### src/rtl/step_seq_pkg.sv
// Shared types and constants for the step sequencer controller.
package step_seq_pkg;

  localparam int STEP_W_DEF = 4;

  localparam logic DIR_UP = 1'b1;
  localparam logic DIR_DN = 1'b0;

  typedef enum logic [1:0] {
    IDLE  = 2'd0,
    RUN   = 2'd1,
    FIN   = 2'd2,
    ABORT = 2'd3
  } state_e;

endpackage

### src/rtl/rr_arb2.sv
// Two-way round-robin arbiter: on a tie the requester not granted last time wins.
module rr_arb2
  import step_seq_pkg::*;
(
  input  logic [1:0] req,
  input  logic       last_gnt,
  output logic [1:0] win
);

  always_comb begin
    win = req;
    if (req == 2'b11) begin
      win = last_gnt ? 2'b01 : 2'b10;
    end
  end

endmodule

### src/rtl/step_seq_ctrl.sv
// Step sequencer: grants one requester at a time and drives an external up/down counter.
// Optional feedback check of cnt_fb against pos is enabled by STEP_SEQ_FBCHECK_EN.
module step_seq_ctrl
  import step_seq_pkg::*;
#(
  parameter int STEP_W = STEP_W_DEF
) (
  input  logic              clk,
  input  logic              reset,
  input  logic [1:0]        req,
  input  logic [1:0]        dir,
  input  logic [STEP_W-1:0] steps0,
  input  logic [STEP_W-1:0] steps1,
  input  logic [1:0]        cnt_fb,
  output logic [1:0]        gnt,
  output logic [1:0]        done,
  output logic              E,
  output logic              x,
  output logic              busy,
  output logic [1:0]        pos,
  output logic              err
);

  state_e            state_q, state_d;
  logic [STEP_W-1:0] rem_q, rem_d;
  logic              dir_q, dir_d;
  logic [1:0]        win_q, win_d;
  logic              lastGnt_q, lastGnt_d;
  logic [1:0]        pos_q, pos_d;

  logic [1:0]        arbWin;
  logic [STEP_W-1:0] selSteps;
  logic              selDir;
  logic              reqWin;

  rr_arb2 u_arb (
    .req      (req),
    .last_gnt (lastGnt_q),
    .win      (arbWin)
  );

  assign selSteps = arbWin[0] ? steps0 : steps1;
  assign selDir   = arbWin[0] ? dir[0] : dir[1];
  assign reqWin   = |(req & win_q);

  // A requester withdrawing mid-move wins over a normal finish on the same cycle.
  always_comb begin
    state_d   = state_q;
    rem_d     = rem_q;
    dir_d     = dir_q;
    win_d     = win_q;
    lastGnt_d = lastGnt_q;
    pos_d     = pos_q;
    case (state_q)
      IDLE: begin
        if (|req) begin
          win_d   = arbWin;
          dir_d   = selDir;
          rem_d   = selSteps;
          state_d = (selSteps != '0) ? RUN : FIN;
        end
      end
      RUN: begin
        pos_d = (dir_q == DIR_UP) ? pos_q + 2'd1 : pos_q - 2'd1;
        rem_d = rem_q - STEP_W'(1);
        if (!reqWin) begin
          state_d = ABORT;
        end else if (rem_q == STEP_W'(1)) begin
          state_d = FIN;
        end
      end
      FIN: begin
        lastGnt_d = win_q[1];
        state_d   = IDLE;
      end
      ABORT: begin
        lastGnt_d = win_q[1];
        state_d   = IDLE;
      end
      default: state_d = IDLE;
    endcase
  end

  always_ff @(posedge clk or posedge reset) begin
    if (reset) begin
      state_q   <= IDLE;
      rem_q     <= '0;
      dir_q     <= 1'b0;
      win_q     <= 2'b00;
      lastGnt_q <= 1'b1;
      pos_q     <= 2'b00;
    end else begin
      state_q   <= state_d;
      rem_q     <= rem_d;
      dir_q     <= dir_d;
      win_q     <= win_d;
      lastGnt_q <= lastGnt_d;
      pos_q     <= pos_d;
    end
  end

  assign E    = (state_q == RUN);
  assign x    = E & dir_q;
  assign gnt  = (state_q == RUN || state_q == FIN) ? win_q : 2'b00;
  assign done = (state_q == FIN) ? win_q : 2'b00;
  assign busy = (state_q != IDLE);
  assign pos  = pos_q;

`ifdef STEP_SEQ_FBCHECK_EN
  logic err_q;

  always_ff @(posedge clk or posedge reset) begin
    if (reset) begin
      err_q <= 1'b0;
    end else if (cnt_fb != pos_q) begin
      err_q <= 1'b1;
    end
  end

  assign err = err_q;
`else
  logic unusedFb;
  assign unusedFb = ^cnt_fb;
  assign err      = 1'b0;
`endif

endmodule

### config.mk
export PLATFORM = sky130hd
export DESIGN_NAME = step_seq_ctrl
export DESIGN_NICKNAME = d
export VERILOG_FILES = /design/src/rtl/step_seq_pkg.sv /design/src/rtl/rr_arb2.sv /design/src/rtl/step_seq_ctrl.sv
export SDC_FILE = /design/constraint.sdc
export NUM_CORES = 1
export LEC_CHECK = 0
export ABC_AREA = 1
export BUFFER_PORTS_ARGS = -buffer_cell sky130_fd_sc_hd__buf_4
export CAP_MARGIN = 20
export CORE_UTILIZATION = 44
export CTS_CLUSTER_SIZE = 28
export DETAILED_ROUTE_END_ITERATION = 12
export PLACE_DENSITY = 0.73
export SLEW_MARGIN = 40
export SYNTH_ARGS = -nofsm -noshare
export SYNTH_HDL_FRONTEND = slang
export SYNTH_SLANG_ARGS = --single-unit
export TNS_END_PERCENT = 10
### constraint.sdc
create_clock -name clk -period 1.2 [get_ports clk]
set_input_delay 0.36 -clock clk [delete_from_list [all_inputs] [get_ports clk]]
set_output_delay 0.36 -clock clk [all_outputs]
set_load 0.01 [all_outputs]
==> impl_metrics.yaml <==
placed_design:
  dpl_worst_slack_ps: -198
  place.detailed.hpwl_mm: 1.56
  gp_congestion: 0.787
  io_buffers: 22
  placed_area_um2: 1120
clock_tree:
  htree_num_levels: 1
  clk_pin_slew_ps: 90
  cts_max_path_buffers: 2
  cts_made_buffers: 3
  cts_tree: "yes"
  cts_num_sinks: 12
  insertion_delay_ps: 270
  ctsRootBufferMaster: "clkbuf_4"
drt:
  vias: 851
  drcViolationCount: 0
  routed.top_layer: "met4"
  drt_pass1_iterations: 4
  routed_wl_mm: 2.19
  met2_length_mm: 1.09
  post_drt_wl_per_cell_um: 12.4
  dr_wl_met3_um: 129
  viasPerCell: 4.81
  ant_nets: 0
  drt_iter0_drc: 20
  m1WireLength_um: 970
synthesis:
  ys_ff_latch: 12
  synthAdderAreaFrac_pct: 10.6
  synth_top_family_by_area: "simple AND/OR/NAND/NOR gates"
  synth_cell_type_count: 20
  synthMuxAreaShare_pct: 0
  synth_xor_area_share_pct: 4.25
  ys_seq_area_share_pct: 36.6
  syn_area_um2: 825
  synth_cells: 113
  synth-simple-area-share_pct: 25.6
  yosys_warnings: 0
  synth-compound-area-share_pct: 12.6
  syn_nets: 136
  synth_area_per_cell_um2: 7.30
sta:
  finClkSkew_ps: 4.87
  rsz0062_at_grt: "yes"
  finalWorstPathRequiredPeriod_ps: 1630
  fmax_mhz: 615
  worst_slack_ps: -427
  tightest_slew_ps: 502
  hold_ws_ps: 106
  finalSetupViolCount: 17
  final.period_utilization_pct: 136
  slew_violations: 0
  relSlewSlack_pct: 66.5
  timing_hold_violations_final: 0
worst_setup_path:
  crit_path_max_fanout: 4
  crit_type: "flip-flop to output port"
  end_kind: "output port"
  arrival_ps: 1270
  critPathLaunchType: "flip-flop"
  critPathRequiredTime_ps: 840
final_layout:
  fin_nets: 176
  syn_to_final_growth_pct: 58.1
  insertedDiodeCount: 0
  utilization_pct: 74.7
  drive_gt1_share_pct: 44.7
  postLayoutCellArea_um2: 1300
  fill_cells: 131
global_route:
  antenna_found_initial: 0
  track_usage_pct: 23.3
  grt_pass1_wl_mm: 3.38
  grt_pass1_vias: 816
  grt_max_degree: 13
  grt-ovfl-total: 0
flow_run:
  maxCapViolations: 0
status:
  outcome: "finished with violations"
  violations: "setup timing"
die:
  die_y_um: 45.3
  placementRows: 15
  core_um2: 1750
  die_w_um: 45.3
  start_util_pct: 47.2
  ios: 26
  die-area_um2: 2050
power_and_ir_drop:
  power-per-cell-area_nw_per_um2: 2870
  ir_drop_v: 0.00182
  power.leakage_nw: 0.681
worst_hold_path:
  hold_class: "input port to async pin"
-- Yosys cell counts (all sizes together) --
cell type / number / share of area, %
nand3: 8 / 4.9
a21oi: 4 / 2.9
dfstp: 1 / 3.2
a22oi: 1 / 0.91
inv: 17 / 7.7
ha: 7 / 11
nor3: 1 / 0.61
xor2: 2 / 2.1
nand2: 31 / 15
o21ai: 8 / 5.8
conb: 1 / 0.45
o22ai: 4 / 3.0
buf: 3 / 2.1
dfrtp: 11 / 33
nor2: 12 / 5.5
xnor2: 2 / 2.1
-- worst max-delay path: stages (launching register included) --
cell and delay, ps:
dfrtp_2 450, inv_2 120, ha_4 210, nand2_2 70
inv_2 30, buf_6 110
-- registers in the layout, summed over array words and instances (netlist names) --
signal / count
rem_q: 4
pos: 2
state_q: 2
win_q: 2
dir_q: 1
lastGnt_q: 1
-- report_power, final --
group / internal, mW / switching, mW
registers: 0.639 / 0.197
clock network: 0.184 / 0.149
logic: 1.31 / 1.26
total: 2.14 / 1.60
-- final cells by class --
cell class                      instances  area, um^2  share of cell area, %
Clock buffer                            4        36.3                   2.78
Inverter                               17        66.3                   5.09
Multi-Input combinational cell         81         537                   41.2
Sequential cell                        12         303                   23.2
Tap cell                               25        31.3                   2.40
Timing Repair Buffer                   38         330                   25.3
-- cell usage in the layout (no fill, tap or decap), types with 3 or more instances in the layout --
master    instances
buf_4            26
ha_4              3
nand2_1          25
nand3_1           8
nand2_2           3
nor2_1           10
inv_1            10
nand2_4           3
buf_6            12
a21oi_2           3
clkbuf_4          3
ha_1              4
inv_2             6
o22ai_1           4
o21ai_1           4
dfrtp_1          10
-- worst paths after layout --
path,start,end,slack (ps),depth (start not counted)
setup / recovery,state_q[0],gnt[1],-430,5
hold / removal,reset,state_q[1],110,2
max in group asynchronous,reset,state_q[0],730,2
setup reg to reg,state_q[1],rem_q[0],-260,7
min in group clk,dir[0],dir_q,370,3
hold reg to reg,pos[1],pos[1],490,1
-- logic make-up after synthesis --
group                      Yosys count
buffers and inverters               20
xor gates and xnor gates             4
adders and majority gates            7
and+or+nand+nor                     52
DFF                                 12
AOI/OAI and AO/OA                   17
other                                1
-- through the flow --
step / setup TNS, ps / power (mW) / std cells
final: -4070 / 3.74 / 177
after global routing: -5440 / 4.03 / 177
after CTS: -3950 / 3.48 / 174
after detailed placement: -2120 / 2.87 / 168
after global placement: -1610 / 2.77 / 168
after floorplan: -307 / 2.12 / 113
-- layer usage --
metal  vias up  global-route usage, %
li1        431                      -
met1       389                   27.7
met2        29                   42.0
met3         2                   3.20
met4         0                   9.09
met5         -                      0
-- timing repair --
item / in CTS / in global routing
setup endpoints to repair: 18 / 21
hold buffers: 0 / 0
gates resized for setup: 19 / 15
pin swaps: 7 / 3
setup buffers: 2 / 3
Note: power is estimated with default switching activity, not from simulation.
